## config.mk

```make
export PLATFORM = sky130hd
export DESIGN_NAME = simmem_bank_scheduler
export DESIGN_NICKNAME = d
export VERILOG_FILES = /design/src/rtl/simmem_bank_scheduler.sv
export SDC_FILE = /design/constraint.sdc
export NUM_CORES = 1
export LEC_CHECK = 0
export ABC_AREA = 1
export CAP_MARGIN = 20
export CORE_MARGIN = 4
export CORE_UTILIZATION = 33
export CTS_BUF_LIST = sky130_fd_sc_hd__clkbuf_4 sky130_fd_sc_hd__clkbuf_8 sky130_fd_sc_hd__clkbuf_16
export CTS_CLUSTER_DIAMETER = 40
export DETAILED_ROUTE_END_ITERATION = 7
export GPL_TIMING_DRIVEN = 0
export HOLD_SLACK_MARGIN = 0.08
export PLACE_DENSITY = 0.61
export REMOVE_ABC_BUFFERS = 1
export SYNTH_ARGS = -nofsm -noshare
export SYNTH_HDL_FRONTEND = slang
export SYNTH_SLANG_ARGS = --single-unit
```

## constraint.sdc

```tcl
create_clock -name clk_i -period 2.1 [get_ports clk_i]
set_clock_uncertainty 0.15 [all_clocks]
set_input_delay 0.315 -clock clk_i [delete_from_list [all_inputs] [get_ports clk_i]]
set_output_delay 0.315 -clock clk_i [all_outputs]
set_load 0.01 [all_outputs]
```

## src/rtl/simmem_bank_scheduler.sv

```systemverilog
`default_nettype none
// ============================================================================
//  Module   : simmem_bank_scheduler
//  Purpose  : Arbitrates write/read address requests onto one simulated DRAM
//             bank, tracks the open row and sequences precharge / activate /
//             access timing before reporting the finished request's iid.
//  Revision : 1.0 - initial release
// ============================================================================
module simmem_bank_scheduler #(
  parameter int unsigned AxAddrWidth    = 20,
  parameter int unsigned RowBufLenW     = 10,
  parameter int unsigned WRspBankAddrW  = 3,
  parameter int unsigned RDataBankAddrW = 5,
  parameter int unsigned RowHitCost     = 4,
  parameter int unsigned PrechargeCost  = 2,
  parameter int unsigned ActivationCost = 1,
  parameter int unsigned MaxHitStreak   = 4,
  localparam int unsigned RowIdWidth    = AxAddrWidth - RowBufLenW,
  localparam int unsigned IidWidth      = (WRspBankAddrW > RDataBankAddrW) ?
                                          WRspBankAddrW : RDataBankAddrW
) (
  input  logic                      clk_i,
  input  logic                      rst_ni,
  input  logic                      waddr_valid_i,
  output logic                      waddr_ready_o,
  input  logic [AxAddrWidth-1:0]    waddr_addr_i,
  input  logic [WRspBankAddrW-1:0]  waddr_iid_i,
  input  logic                      raddr_valid_i,
  output logic                      raddr_ready_o,
  input  logic [AxAddrWidth-1:0]    raddr_addr_i,
  input  logic [RDataBankAddrW-1:0] raddr_iid_i,
  output logic                      done_valid_o,
  input  logic                      done_ready_i,
  output logic                      done_bank_o,
  output logic [IidWidth-1:0]       done_iid_o,
  output logic                      row_open_o,
  output logic [RowIdWidth-1:0]     open_row_o
);

  localparam int unsigned MaxCost0 = (RowHitCost > PrechargeCost) ? RowHitCost : PrechargeCost;
  localparam int unsigned MaxCost  = (MaxCost0 > ActivationCost) ? MaxCost0 : ActivationCost;
  localparam int unsigned CntWidth    = $clog2(MaxCost + 1);
  localparam int unsigned StreakWidth = $clog2(MaxHitStreak + 1);

  // rsp_bank_type_e encoding; also used for the last-grant side
  localparam logic WRSP_BANK  = 1'b0;
  localparam logic RDATA_BANK = 1'b1;

  localparam logic [CntWidth-1:0]    HitCnt    = CntWidth'(RowHitCost);
  localparam logic [CntWidth-1:0]    PreCnt    = CntWidth'(PrechargeCost);
  localparam logic [CntWidth-1:0]    ActCnt    = CntWidth'(ActivationCost);
  localparam logic [CntWidth-1:0]    CntOne    = CntWidth'(1);
  localparam logic [StreakWidth-1:0] StreakMax = StreakWidth'(MaxHitStreak);
  localparam logic [StreakWidth-1:0] StreakOne = StreakWidth'(1);

  if (RowHitCost < 3) begin : g_chk_row_hit_cost
    $error("RowHitCost must be >= 3");
  end
  if (PrechargeCost < 1) begin : g_chk_precharge_cost
    $error("PrechargeCost must be >= 1");
  end
  if (ActivationCost < 1) begin : g_chk_activation_cost
    $error("ActivationCost must be >= 1");
  end
  if (MaxHitStreak < 1) begin : g_chk_max_hit_streak
    $error("MaxHitStreak must be >= 1");
  end
  if (RowBufLenW >= AxAddrWidth) begin : g_chk_row_buf_len
    $error("RowBufLenW must be smaller than AxAddrWidth");
  end

  typedef enum logic [2:0] {IDLE, PRECHARGE, ACTIVATE, ACCESS, DONE} state_e;

  state_e                  state_q, state_d;
  logic [CntWidth-1:0]     cnt_q, cnt_d;
  logic [StreakWidth-1:0]  streak_q, streak_d;
  logic                    last_grant_q, last_grant_d;
  logic                    side_q, side_d;
  logic [IidWidth-1:0]     iid_q, iid_d;
  logic [RowIdWidth-1:0]   row_q, row_d;
  logic                    row_open_q, row_open_d;
  logic [RowIdWidth-1:0]   open_row_q, open_row_d;

  logic [RowIdWidth-1:0]   waddr_row, raddr_row;
  logic                    waddr_hit, raddr_hit;
  logic                    pick_read, grant, grant_hit;

  // Column bits only select data inside the row buffer, not the bank timing
  logic unused_col_bits;
  assign unused_col_bits = ^{waddr_addr_i[RowBufLenW-1:0], raddr_addr_i[RowBufLenW-1:0]};

  assign waddr_row = waddr_addr_i[AxAddrWidth-1:RowBufLenW];
  assign raddr_row = raddr_addr_i[AxAddrWidth-1:RowBufLenW];
  assign waddr_hit = waddr_valid_i && row_open_q && (waddr_row == open_row_q);
  assign raddr_hit = raddr_valid_i && row_open_q && (raddr_row == open_row_q);

  // Arbiter: streak limit first, then row-hit preference, then round-robin
  always_comb begin
    pick_read = raddr_valid_i;
    if (waddr_valid_i && raddr_valid_i) begin
      if (streak_q == StreakMax) begin
        pick_read = (last_grant_q == WRSP_BANK);
      end else if (waddr_hit != raddr_hit) begin
        pick_read = raddr_hit;
      end else begin
        pick_read = (last_grant_q == WRSP_BANK);
      end
    end
  end

  assign waddr_ready_o = (state_q == IDLE) && waddr_valid_i && !pick_read;
  assign raddr_ready_o = (state_q == IDLE) && raddr_valid_i && pick_read;
  assign grant         = waddr_ready_o || raddr_ready_o;
  assign grant_hit     = pick_read ? raddr_hit : waddr_hit;

  // Next-state logic: request latch, phase sequencing and row bookkeeping
  always_comb begin
    state_d      = state_q;
    cnt_d        = cnt_q;
    streak_d     = streak_q;
    last_grant_d = last_grant_q;
    side_d       = side_q;
    iid_d        = iid_q;
    row_d        = row_q;
    row_open_d   = row_open_q;
    open_row_d   = open_row_q;
    unique case (state_q)
      IDLE: begin
        if (grant) begin
          side_d       = pick_read ? RDATA_BANK : WRSP_BANK;
          iid_d        = pick_read ? IidWidth'(raddr_iid_i) : IidWidth'(waddr_iid_i);
          row_d        = pick_read ? raddr_row : waddr_row;
          last_grant_d = pick_read;
          if (waddr_valid_i && raddr_valid_i && (pick_read == last_grant_q)) begin
            streak_d = (streak_q == StreakMax) ? streak_q : streak_q + StreakOne;
          end else begin
            streak_d = '0;
          end
          if (grant_hit) begin
            state_d = ACCESS;
            cnt_d   = HitCnt;
          end else if (row_open_q) begin
            state_d    = PRECHARGE;
            cnt_d      = PreCnt;
            row_open_d = 1'b0;
          end else begin
            state_d = ACTIVATE;
            cnt_d   = ActCnt;
          end
        end
      end
      PRECHARGE: begin
        if (cnt_q == CntOne) begin
          state_d = ACTIVATE;
          cnt_d   = ActCnt;
        end else begin
          cnt_d = cnt_q - CntOne;
        end
      end
      ACTIVATE: begin
        if (cnt_q == CntOne) begin
          state_d    = ACCESS;
          cnt_d      = HitCnt;
          row_open_d = 1'b1;
          open_row_d = row_q;
        end else begin
          cnt_d = cnt_q - CntOne;
        end
      end
      ACCESS: begin
        if (cnt_q == CntOne) begin
          state_d = DONE;
          cnt_d   = '0;
        end else begin
          cnt_d = cnt_q - CntOne;
        end
      end
      DONE: begin
        if (done_ready_i) begin
          state_d = IDLE;
        end
      end
      default: begin
        state_d = IDLE;
      end
    endcase
  end

  // State registers with asynchronous active-low reset
  always_ff @(posedge clk_i or negedge rst_ni) begin
    if (!rst_ni) begin
      state_q      <= IDLE;
      cnt_q        <= '0;
      streak_q     <= '0;
      last_grant_q <= WRSP_BANK;
      side_q       <= WRSP_BANK;
      iid_q        <= '0;
      row_q        <= '0;
      row_open_q   <= 1'b0;
      open_row_q   <= '0;
    end else begin
      state_q      <= state_d;
      cnt_q        <= cnt_d;
      streak_q     <= streak_d;
      last_grant_q <= last_grant_d;
      side_q       <= side_d;
      iid_q        <= iid_d;
      row_q        <= row_d;
      row_open_q   <= row_open_d;
      open_row_q   <= open_row_d;
    end
  end

  assign done_valid_o = (state_q == DONE);
  assign done_bank_o  = done_valid_o & side_q;
  assign done_iid_o   = done_valid_o ? iid_q : '0;
  assign row_open_o   = row_open_q;
  assign open_row_o   = open_row_q;

endmodule
`default_nettype wire
```

==> key figures <==
Die
  • Die height: 92.11 µm
  • Rows: 30
  • Die area: 8484 µm²
  • I/O Pins: 73
  • Starting Density: 34.18%
  • Chip width: 92.11 µm
  • Core Box Area: 6832 µm²

Detailed routing
  • Via count: 2468
  • Drt first-iter violations: 99
  • Antenna-violating nets left: 0
  • Wire per inst: 12.33 µm
  • TritonRoute pass-1 iters: 4
  • Final WL: 6.546 mm
  • Via density: 4.648
  • DRC: 0

GRT
  • First-pass GRT wire length: 11.30 mm
  • Initial antenna violation count: 0
  • Vias in the first global route: 2473
  • Largest net degree at the start of global routing: 37
  • Global Route Usage Sum: 16.51%
  • Total congestion overflow: 0

Synthesis
  • Synth area leaders: dfrtp_1 (39%), nand2_1 (19%), inv_1 (9.3%)
  • Syn. warnings: 0
  • Mapped Cells: 354
  • Sequential area share after synthesis: 38.59%
  • Portion of netlist area occupied by mux cells: 0%
  • Adder-cell area share of the yosys netlist: 2.144%
  • Yosys cell types: 28
  • Cell Area, Synth: 2335 µm²
  • Area leader, netlist: dfrtp_1
  • Synth Area in XOR/XNOR: 2.251%
  • EDFF count, synth: 0
  • Most frequent cells after synthesis: nand2_1 (119), inv_1 (58), dfrtp_1 (36), nor2_1 (31), o21ai_0 (25)
  • Most common cell in the synthesized netlist: nand2_1
  • Synth Area in Compound Gates: 14.15%
  • Simple-gate area share of the yosys netlist: 31.46%
  • Main combinational cell family by area after synthesis: simple AND/OR/NAND/NOR gates
  • Syn avg cell area: 6.595 µm²
  • FFs w/ async S/R, synth: 100.0%
  • Top FF cell, synth: dfrtp_1
  • Yosys reg bits: 36
  • Synth top area share: 38.59%

STA
  • Slew Limit Fails: 0
  • Clock period minus worst slack: 2.400 ns
  • Worst setup slack after layout: -0.2996 ns
  • Fin crit share: 114.3%
  • Setup violations, final: 18
  • RSZ-0062 raised after global routing: yes
  • Least-Margin Pin Slew: 0.8424 ns
  • FMAX: 0.4167 GHz
  • Max-slew headroom: 43.84%
  • Final Hold Viols: 0

Power and ir drop
  • Seq pwr share: 30.2%
  • Internal: 2387 µW
  • LEAKAGE: 0.001726 µW
  • Clk pwr share: 13.2%
  • Combinational power share: 56.6%
  • Sw Share: 43.54%
  • Sw Pwr: 1840 µW
  • Power Dens Cells: 1277 nW/µm²
  • VDD IR max: 0.0004859 V

Setup path
  • FF-to-FF Start: open_row_o[1]
  • R2r setup slk: -0.09 ns
  • CP Launch Type: register
  • FF-to-FF End: row_q[9]
  • Cells on worst reg2reg path: 17
  • Worst Path Arrival: 1.93 ns
  • Setup crit start: open_row_o[1]
  • Setup CP Type: register to output port
  • CP Max Fanout: 4
  • CP Data Required Time: 1.63 ns
  • Worst Setup End Kind: output port
  • Worst setup endpoint: waddr_ready_o

Clock tree
  • Clock slew at reported path FFs: 0.07 ns
  • Clk_lat worst skew: 0.29 ns
  • H-Tree Depth: 2
  • Root Driver: clkbuf_8
  • CTS buffer count: 5
  • CTS Sinks: 36
  • Clock Tree Buf Depth: 2
  • CTS tree: built

Layout
  • Final net count: 491
  • Final instance area: 3309 µm²
  • Share of post-route cells with drive strength above 1: 16.55%
  • P&R area growth vs syn: 41.75%
  • Fill cells: 733
  • Fin util: 48.44%
  • Antenna Cells: 0

Placement
  • Detailed placement HPWL: 4.581 mm
  • Gpl congestion: 0.8439
  • Post-DP Area: 2940 µm²
  • Number of buffers added on ports: 52

Outcome
  • Failing checks: setup timing
  • Result of the run: finished with violations

Job
  • Max cap viols: 0

Worst hold path
  • Worst Hold Class: register to register
## how the worst min path moves through the flow
stage	cells after the start	end	start
after detailed placement	1	row_q[5]	rst_ni
after floorplan	0	cnt_q[0]	rst_ni
after global routing	2	open_row_o[8]	row_q[8]
final	2	cnt_q[1]	cnt_q[1]
after CTS	2	cnt_q[1]	cnt_q[1]
after global placement	2	open_row_o[2]	row_q[2]
## cell families (layout without fill, tap and decap cells)
| family | count (synthesis) | in the layout |
|---|---|---|
| fa+ha+maj | 4 | 4 |
| xor+xnor | 6 | 6 |
| buf+inv | 67 | 147 |
| simple gates | 178 | 179 |
| flops | 36 | 36 |
| compound gates | 63 | 63 |
## power by group through the flow
stage,Clock [µW],Combinational (µW),Sequential [µW]
2_1_floorplan,0,1320,1270
3_3_place_gp,0,1920,1280
3_5_place_dp,0,1970,1280
4_1_cts,561,2310,1280
5_1_grt,600,2760,1330
6_report,557,2390,1280
## layout by cell type (no fill, tap or decap), types with 18 or more instances in the layout
master             n
nand2_1          113
inv_1             51
dfrtp_1           33
nor2_1            27
clkdlybuf4s50_1   26
o21ai_1           24
o21ai_0           23
buf_4             23
dlygate4sd2_1     18
## stage by stage
stage          setup slack (ns)  hold slack (ns)  setup TNS (ns)  cells  total power, µW
2_1_floorplan          -0.04432          -0.1306        -0.04432    347             2586
3_3_place_gp             -1.231           0.3108          -30.98    495             3199
3_5_place_dp             -1.228           0.3154          -15.36    496             3248
4_1_cts                 -0.2999           0.3353         -0.6913    523             4152
5_1_grt                 -0.4280           0.3710          -4.722    531             4689
6_report                -0.2996           0.3278          -1.446    531             4227
## final cells by class
| class | count | area (µm²) | area share (%) |
|---|---|---|---|
| clock buffers | 8 | 97.59 | 2.949 |
| flip-flops and latches | 36 | 904.6 | 27.33 |
| repair inverters | 1 | 7.507 | 0.2268 |
| repair buffers | 78 | 696.9 | 21.06 |
| well taps | 96 | 120.1 | 3.629 |
| multi-input cells | 252 | 1246 | 37.66 |
| inverters | 60 | 236.5 | 7.146 |
## registers in the layout, summed over array words and instances, names as in the netlist
register,flops
cnt_q,3
iid_q,5
last_grant_q,1
open_row_o,10
row_open_o,1
row_q,10
state_q,3
streak_q,3
## per-layer routing
layer | vias to the layer above | part of all wire [%] | GRT usage, %
met4 | 0 | 2.1 | 6.312
met3 | 12 | 5.3 | 2.953
li1 | 1269 | - | -
met1 | 1123 | 45 | 20.89
met2 | 64 | 48 | 27.92
met5 | - | 0 | 0
## critical path, stage by stage (launching register included)
cell,delay [ns]
dfrtp_1,0.40
inv_2,0.06
nand2_2,0.06
nand2_1,0.05
nor2_1,0.13
nand2_1,0.07
nor2_1,0.08
nand2_1,0.12
nand2_1,0.09
nand2_1,0.06
nand2_2,0.10
nand2_4,0.08
nand2_8,0.08
inv_8,0.04
nor3_2,0.08
buf_2,0.15
## repair_timing
item,in CTS,in global routing
pin swaps,9,8
endpoints found under the setup margin,36,29
cloned,2,0
hold buffers,1,0
setup buffers,16,9
resized for setup,59,14
hold endpoints to repair,36,0
Power figures use the tool's default switching activity.
